### src/rtl/collision_pkg.sv
// Shared types and default sizing for the collision scheduler.
package collision_pkg;

  localparam int DEF_NUM_WALLS = 4;
  localparam int DEF_X_W       = 8;
  localparam int DEF_Y_W       = 7;
  localparam int DEF_SCORE_W   = 8;

  typedef enum logic [1:0] {
    ST_IDLE,
    ST_SCAN,
    ST_DONE,
    ST_OVER
  } state_e;

endpackage

### src/rtl/wall_hit_cmp.sv
// Combinational bird-vs-wall comparison for one slot: hit, passed and respawn flags.
module wall_hit_cmp #(
  parameter int X_W    = 8,
  parameter int Y_W    = 7,
  parameter int BIRD_W = 8,
  parameter int BIRD_H = 8
) (
  input  logic [X_W-1:0] bird_x,
  input  logic [Y_W-1:0] bird_y,
  input  logic [X_W-1:0] wall_x,
  input  logic [X_W-1:0] wall_w,
  input  logic [Y_W-1:0] gap_top,
  input  logic [Y_W-1:0] gap_bot,
  input  logic           valid,
  output logic           slot_hit,
  output logic           passed,
  output logic           respawned
);

  localparam logic [X_W:0] BW_M1 = (X_W+1)'(BIRD_W - 1);
  localparam logic [Y_W:0] BH_M1 = (Y_W+1)'(BIRD_H - 1);
  localparam logic [X_W:0] X_ONE = (X_W+1)'(1);

  // Right/bottom edges carry one extra bit so sprites near the screen edge never wrap.
  logic [X_W:0] w_bird_r;
  logic [X_W:0] w_wall_r;
  logic [Y_W:0] w_bird_b;
  logic         w_x_ovl;
  logic         w_y_out;

  assign w_bird_r = {1'b0, bird_x} + BW_M1;
  assign w_wall_r = {1'b0, wall_x} + {1'b0, wall_w} - X_ONE;
  assign w_bird_b = {1'b0, bird_y} + BH_M1;

  assign w_x_ovl  = (w_bird_r >= {1'b0, wall_x}) && ({1'b0, bird_x} <= w_wall_r);
  assign w_y_out  = (bird_y < gap_top) || (w_bird_b > {1'b0, gap_bot});

  assign slot_hit  = valid && w_x_ovl && w_y_out;
  assign passed    = valid && ({1'b0, bird_x} > w_wall_r);
  assign respawned = {1'b0, wall_x} > w_bird_r;

endmodule

### src/rtl/collision_sched.sv
// Frame-driven collision scan, one wall slot per cycle through a shared comparator.
// Optional scoring of passed walls is enabled by defining COLLISION_SCORE_EN.
module collision_sched
  import collision_pkg::*;
#(
  parameter int NUM_WALLS = DEF_NUM_WALLS,
  parameter int X_W       = DEF_X_W,
  parameter int Y_W       = DEF_Y_W,
  parameter int BIRD_W    = 8,
  parameter int BIRD_H    = 8
) (
  input  logic                   clk,
  input  logic                   resetn,
  input  logic                   frame_tick,
  input  logic                   restart,
  input  logic [X_W-1:0]         bird_x,
  input  logic [Y_W-1:0]         bird_y,
  input  logic [NUM_WALLS*X_W-1:0] wall_x,
  input  logic [X_W-1:0]         wall_w,
  input  logic [NUM_WALLS*Y_W-1:0] gap_top,
  input  logic [NUM_WALLS*Y_W-1:0] gap_bot,
  input  logic [NUM_WALLS-1:0]   wall_valid,
  output logic                   busy,
  output logic                   scan_done,
  output logic                   hit,
  output logic                   game_over,
  output logic [DEF_SCORE_W-1:0] score
);

  localparam int IDX_W   = $clog2(NUM_WALLS);
  localparam int SCORE_W = DEF_SCORE_W;

  state_e           r_state;
  state_e           w_next;
  logic [IDX_W-1:0] r_idx;
  logic [X_W-1:0]   r_bx;
  logic [Y_W-1:0]   r_by;
  logic             r_acc;
  logic             r_hit;
  logic             w_last;
  logic             w_valid;
  logic             w_slot_hit;
  logic             w_passed;
  logic             w_respawned;

  assign w_last  = (r_idx == IDX_W'(NUM_WALLS - 1));
  assign w_valid = wall_valid[r_idx];

  wall_hit_cmp #(
    .X_W    (X_W),
    .Y_W    (Y_W),
    .BIRD_W (BIRD_W),
    .BIRD_H (BIRD_H)
  ) u_cmp (
    .bird_x    (r_bx),
    .bird_y    (r_by),
    .wall_x    (wall_x[int'(r_idx)*X_W +: X_W]),
    .wall_w    (wall_w),
    .gap_top   (gap_top[int'(r_idx)*Y_W +: Y_W]),
    .gap_bot   (gap_bot[int'(r_idx)*Y_W +: Y_W]),
    .valid     (w_valid),
    .slot_hit  (w_slot_hit),
    .passed    (w_passed),
    .respawned (w_respawned)
  );

  always_ff @(posedge clk or negedge resetn) begin
    if (!resetn) r_state <= ST_IDLE;
    else         r_state <= w_next;
  end

  always_comb begin
    // NOTE: every output and the next state get a default first, so no path infers a latch.
    w_next    = r_state;
    busy      = 1'b0;
    scan_done = 1'b0;
    game_over = 1'b0;
    case (r_state)
      ST_IDLE: if (frame_tick) w_next = ST_SCAN;
      ST_SCAN: begin
        busy = 1'b1;
        if (w_last) w_next = ST_DONE;
      end
      ST_DONE: begin
        busy      = 1'b1;
        scan_done = 1'b1;
        w_next    = r_acc ? ST_OVER : ST_IDLE;
      end
      ST_OVER: game_over = 1'b1;
      default: w_next = ST_IDLE;
    endcase
    if (restart) w_next = ST_IDLE;
  end

  always_ff @(posedge clk or negedge resetn) begin
    // NOTE: non-blocking assignments so every register here samples pre-edge values.
    if (!resetn) begin
      r_idx <= '0;
      r_bx  <= '0;
      r_by  <= '0;
      r_acc <= 1'b0;
      r_hit <= 1'b0;
    end else if (restart) begin
      r_idx <= '0;
      r_acc <= 1'b0;
      r_hit <= 1'b0;
    end else begin
      case (r_state)
        ST_IDLE: if (frame_tick) begin
          r_idx <= '0;
          r_bx  <= bird_x;
          r_by  <= bird_y;
          r_acc <= 1'b0;
        end
        ST_SCAN: begin
          r_acc <= r_acc | w_slot_hit;
          if (w_last) r_hit <= r_acc | w_slot_hit;
          else        r_idx <= r_idx + IDX_W'(1);
        end
        default: ;
      endcase
    end
  end

  assign hit = r_hit;

`ifdef COLLISION_SCORE_EN
  logic [NUM_WALLS-1:0] r_scored;
  logic [SCORE_W-1:0]   r_score;

  // A wall scores once when passed; it re-arms when it leaves or respawns ahead of the bird.
  always_ff @(posedge clk or negedge resetn) begin
    if (!resetn) begin
      r_scored <= '0;
      r_score  <= '0;
    end else if (restart) begin
      r_scored <= '0;
      r_score  <= '0;
    end else if (r_state == ST_SCAN) begin
      if (!w_valid || w_respawned) begin
        r_scored[r_idx] <= 1'b0;
      end else if (w_passed && !r_scored[r_idx]) begin
        r_scored[r_idx] <= 1'b1;
        if (r_score != '1) r_score <= r_score + SCORE_W'(1);
      end
    end
  end

  assign score = r_score;
`else
  logic w_unused_score;
  assign w_unused_score = w_passed ^ w_respawned;
  assign score          = '0;
`endif

endmodule

### config.mk
export PLATFORM = sky130hd
export DESIGN_NAME = collision_sched
export DESIGN_NICKNAME = d
export VERILOG_FILES = /design/src/rtl/collision_pkg.sv /design/src/rtl/wall_hit_cmp.sv /design/src/rtl/collision_sched.sv
export SDC_FILE = /design/constraint.sdc
export NUM_CORES = 1
export LEC_CHECK = 0
export ABC_AREA = 1
export BUFFER_PORTS_ARGS = -buffer_cell sky130_fd_sc_hd__buf_4
export CAP_MARGIN = 5
export CORE_ASPECT_RATIO = 1.1
export CORE_MARGIN = 2
export CORE_UTILIZATION = 45
export CTS_CLUSTER_SIZE = 8
export DETAILED_ROUTE_END_ITERATION = 8
export GPL_TIMING_DRIVEN = 0
export PLACE_DENSITY = 0.79
export SYNTH_ARGS = -nofsm -noshare
export SYNTH_HDL_FRONTEND = slang
export SYNTH_SLANG_ARGS = --single-unit
### constraint.sdc
create_clock -name clk -period 3.5 [get_ports clk]
set_clock_uncertainty 0.05 [all_clocks]
set_input_delay 0.525 -clock clk [delete_from_list [all_inputs] [get_ports clk]]
set_output_delay 0.525 -clock clk [all_outputs]
set_load 0.005 [all_outputs]
==> results.yml <==
routing:
  drt_first_pass_iters: 4
  route.vias.total: 3591
  totalWireLength_um: 9955
  remaining_drc_errors: 0
  wl_per_cell_um: 14.49
  antenna_violating_nets_post_route: 0
  detail_route.iter0.violations: 183
  drt-vias-per-instance: 5.227
sta:
  final_critical_path_setup_slack_ns: -0.1451
  hold-worst-slack_ns: 0.08310
  slew_violations: 0
  layout_min_cycle_time_ns: 3.645
  setup_viol: 2
  unrepaired_setup_endpoints_after_global_routing: "true"
  timing_hold_violations_final: 0
  fmax_mhz: 274.3
  final_min_period_over_clock_period_pct: 104.1
job:
  max_cap_viol_count: 0
logic_synthesis:
  avgSynthCellArea_um2: 6.752
  async_reset_ff_share_pct: 100.0
  syn_area_um2: 3065
  syn_inst_count: 454
  synthDistinctLibCells: 33
  yosys_warnings: 0
  synth_sequential_area_ratio_pct: 17.14
  edff_count_synth: 0
  postSynth.topFlopCell: "sky130_fd_sc_hd__dfrtp_1"
  synth.ff_latch_count: 21
cts:
  clock_latency_ns: 0.26
  clk_pin_slew_worst_paths_ns: 0.07
  tritoncts.num_buffers: 3
  htree_levels: 1
  clock_tree.root_cell: "sky130_fd_sc_hd__clkbuf_8"
  cts-hold-fix-buffers: 0
  cts_sinks: 21
  cts.path.max_buffers: 2
  tritoncts_clock_tree: "yes"
worst_setup_path:
  worst_path_max_delay_cell: "sky130_fd_sc_hd__dfrtp_1"
  setup.worst_path.end_class: "flop"
  critical_path.startpoint_type: "flop"
  crit_path_max_incr_delay_ns: 0.42
  reg2reg_setup_slack_ns: -0.15
  cpLargestDelayFamily: "simple AND/OR/NAND/NOR gates"
  timing.critical_path.required_ns: 3.61
  worst-path-buf-inv: 3
  crit_type: "flop to flop"
  worst-path-max-fanout: 10
  path_cells: "buf_6 > clkbuf_4 > nand2_1 > a32o_1 > ha_1 > inv_1 > ha_2 > a21oi_1 > o21ai_2 > nand2_2 > a21oi_2 > nor2_1 > xor2_1 > ha_1 > nand3_1 > nor2_1 > nor2_1 > nand2_1 > nand3_2 > nand2_2 > nand3_2 > nand2_1"
  crit_arrival_ns: 3.75
power:
  comb_power_share_pct: 81.6
  power_density_nw_per_um2: 778.3
  internal_power_mw: 1.759
  switching_share_pct: 49.98
  net-switching-power_mw: 1.758
  seqPwrFrac_pct: 13.9
  ir_worst_vdd_v: 0.0004853
  power.leakage_nw: 2.537
  share_clk_of_total_power_pct: 4.5
placement:
  post-dp-hpwl_um: 7583
  place.detailed.instances: 665
  placement.cell_area_um2: 4115
  buffers_added_on_ports: 122
  place_congestion: 0.8265
grt:
  grt_max_degree: 22
  antenna_violations_before_repair: 0
  wire_length_of_the_first_global_routing_pass_um: 15230
  grt_ovf: 0
  grt.total_usage_pct: 25.37
  number_of_global_route_vias_before_repair: 3470
floorplanning:
  initial_core_util_pct: 46.49
  num_rows: 31
  io_pins: 131
  dieArea_um2: 7489
  floorplan.core_area_um2: 6594
  die_y_um: 90.57
  die_wd_um: 82.70
layout:
  num_antenna_cells: 0
  postLayoutCellArea_um2: 4519
  layout.cells.non_filler: 687
  final_nets: 777
  final_layout_size_suffix_gt1_share_pct: 33.39
  areaGrowthSynthToFinish_pct: 47.43
run_status:
  result_of_the_run: "finished, violations left"
  violations: "negative setup slack"
worst_hold_path:
  timing.hold.worst.class: "input port to asynchronous set/reset pin"
worst register-to-register path: stages, from the launching register on:
cell and delay [ns]:
sky130_fd_sc_hd__dfrtp_1 0.42, sky130_fd_sc_hd__buf_6 0.17, sky130_fd_sc_hd__clkbuf_4 0.21, sky130_fd_sc_hd__nand2_1 0.07, sky130_fd_sc_hd__a32o_1 0.29, sky130_fd_sc_hd__ha_1 0.28
sky130_fd_sc_hd__inv_1 0.06, sky130_fd_sc_hd__ha_2 0.30, sky130_fd_sc_hd__a21oi_1 0.23, sky130_fd_sc_hd__o21ai_2 0.11, sky130_fd_sc_hd__nand2_2 0.08, sky130_fd_sc_hd__a21oi_2 0.06
sky130_fd_sc_hd__nor2_1 0.14, sky130_fd_sc_hd__xor2_1 0.24, sky130_fd_sc_hd__ha_1 0.28, sky130_fd_sc_hd__nand3_1 0.09, sky130_fd_sc_hd__nor2_1 0.05, sky130_fd_sc_hd__nor2_1 0.08
sky130_fd_sc_hd__nand2_1 0.07, sky130_fd_sc_hd__nand3_2 0.08, sky130_fd_sc_hd__nand2_2 0.07, sky130_fd_sc_hd__nand3_2 0.07, sky130_fd_sc_hd__nand2_1 0.06
stage by stage:
step                      setup TNS [ns]  power (mW)  worst slack, ns  util (%)
after global routing             -0.6444       3.937          -0.3275     68.54
after global placement           -0.8227       2.831          -0.4178     62.41
after CTS                        -0.2364       3.327          -0.1225     66.68
final                            -0.2888       3.518          -0.1451     68.54
after floorplan                        0       2.319          0.05876         -
after detailed placement         -0.9662       2.936          -0.4832     62.41
worst paths after layout:
path | from | endpoint | depth (start not counted)
worst min-delay path | resetn | r_by[6] | 1
worst min register to register | hit | hit | 2
worst max register to register | r_idx[0] | hit | 22
worst max-delay path | r_idx[0] | hit | 22
max in group asynchronous | resetn | r_idx[1] | 1
min in group clk | bird_x[4] | r_bx[4] | 2
layer usage:
layer	track usage (%)	up-vias	part of all wire (%)
met3	3.200	17	7.2
li1	-	1790	-
met5	0	-	0
met2	44.42	144	50
met1	30.97	1640	40
met4	9.153	0	2.4
synthesized netlist by cell type (2+ instances only):
cell	number	area share [%]
sky130_fd_sc_hd__nand2_1	130	16
sky130_fd_sc_hd__inv_1	69	8.4
sky130_fd_sc_hd__ha_1	51	21
sky130_fd_sc_hd__a21oi_1	44	7.2
sky130_fd_sc_hd__nor2_1	24	2.9
sky130_fd_sc_hd__dfrtp_1	21	17
sky130_fd_sc_hd__a32o_1	20	6.5
sky130_fd_sc_hd__nand3_1	17	2.8
sky130_fd_sc_hd__clkbuf_1	12	1.5
sky130_fd_sc_hd__xor2_1	12	3.4
sky130_fd_sc_hd__buf_4	10	2.4
sky130_fd_sc_hd__mux2_2	9	3.3
sky130_fd_sc_hd__o21ai_0	8	1.3
sky130_fd_sc_hd__a31oi_1	3	0.61
sky130_fd_sc_hd__nand4_1	3	0.61
sky130_fd_sc_hd__xnor2_1	3	0.86
sky130_fd_sc_hd__o22ai_1	2	0.41
power groups by stage:
stage	registers (mW)	clock network, mW	logic [mW]
2_1_floorplan	0.442	0	1.88
3_3_place_gp	0.481	0	2.35
3_5_place_dp	0.487	0	2.45
4_1_cts	0.483	0.160	2.68
5_1_grt	0.503	0.172	3.26
6_report	0.490	0.157	2.87
layout by cell type, fill, tap and decap left out, types with 2 or more instances in the layout:
| master | instances |
|---|---|
| sky130_fd_sc_hd__clkbuf_16 | 3 |
| sky130_fd_sc_hd__nand4_1 | 3 |
| sky130_fd_sc_hd__a21oi_1 | 42 |
| sky130_fd_sc_hd__nand3_2 | 2 |
| sky130_fd_sc_hd__o22ai_1 | 2 |
| sky130_fd_sc_hd__ha_2 | 2 |
| sky130_fd_sc_hd__inv_2 | 5 |
| sky130_fd_sc_hd__dfrtp_1 | 20 |
| sky130_fd_sc_hd__clkbuf_1 | 2 |
| sky130_fd_sc_hd__xor2_1 | 12 |
| sky130_fd_sc_hd__mux2_2 | 9 |
| sky130_fd_sc_hd__buf_6 | 4 |
| sky130_fd_sc_hd__nand3_1 | 15 |
| sky130_fd_sc_hd__a31oi_1 | 3 |
| sky130_fd_sc_hd__buf_4 | 147 |
| sky130_fd_sc_hd__nor2_1 | 24 |
| sky130_fd_sc_hd__ha_4 | 4 |
| sky130_fd_sc_hd__xnor2_1 | 3 |
| sky130_fd_sc_hd__inv_1 | 64 |
| sky130_fd_sc_hd__o21ai_0 | 7 |
| sky130_fd_sc_hd__nand2_1 | 126 |
| sky130_fd_sc_hd__clkbuf_4 | 3 |
| sky130_fd_sc_hd__ha_1 | 45 |
| sky130_fd_sc_hd__a32o_1 | 19 |
| sky130_fd_sc_hd__clkbuf_8 | 5 |
| sky130_fd_sc_hd__buf_2 | 2 |
| sky130_fd_sc_hd__conb_1 | 8 |
| sky130_fd_sc_hd__a21oi_2 | 3 |
| sky130_fd_sc_hd__nand2_2 | 4 |
cells by family (layout without fill, tap and decap cells):
logic type                 after synthesis  in the layout  synth area share [%]
DFF                                     21             21                 17.14
xor gates and xnor gates                15             15                 4.286
other                                    1              8                0.1223
AOI/OAI and AO/OA                       84             84                 17.80
buffers and inverters                   94            238                 12.78
muxes                                    9              9                 3.306
and+or+nand+nor                        178            178                 23.10
adders and majority gates               52             52                 21.47
layout make-up:
cell class                      instances  area [µm²]
Buffer                                 24       252.7
Clock buffer                            4       45.04
Fill cell                             568        2074
Inverter                               70       265.3
Multi-Input combinational cell        346        2272
Sequential cell                        21       526.8
Tap cell                               82       102.6
Timing Repair Buffer                  140        1055
sequential cells by signal, summed over array words and instances, names as in the netlist:
signal / flops
hit: 1
r_state: 2
r_idx: 2
r_by: 7
r_acc: 1
r_bx: 8
timing repair:
action | in CTS | in global routing
pin swaps | 7 | 17
gates resized for setup | 37 | 26
buffers inserted | 14 | 4
hold endpoints to repair | 0 | 0
endpoints found under the setup margin | 2 | 2
Power figures use the tool's default switching activity.
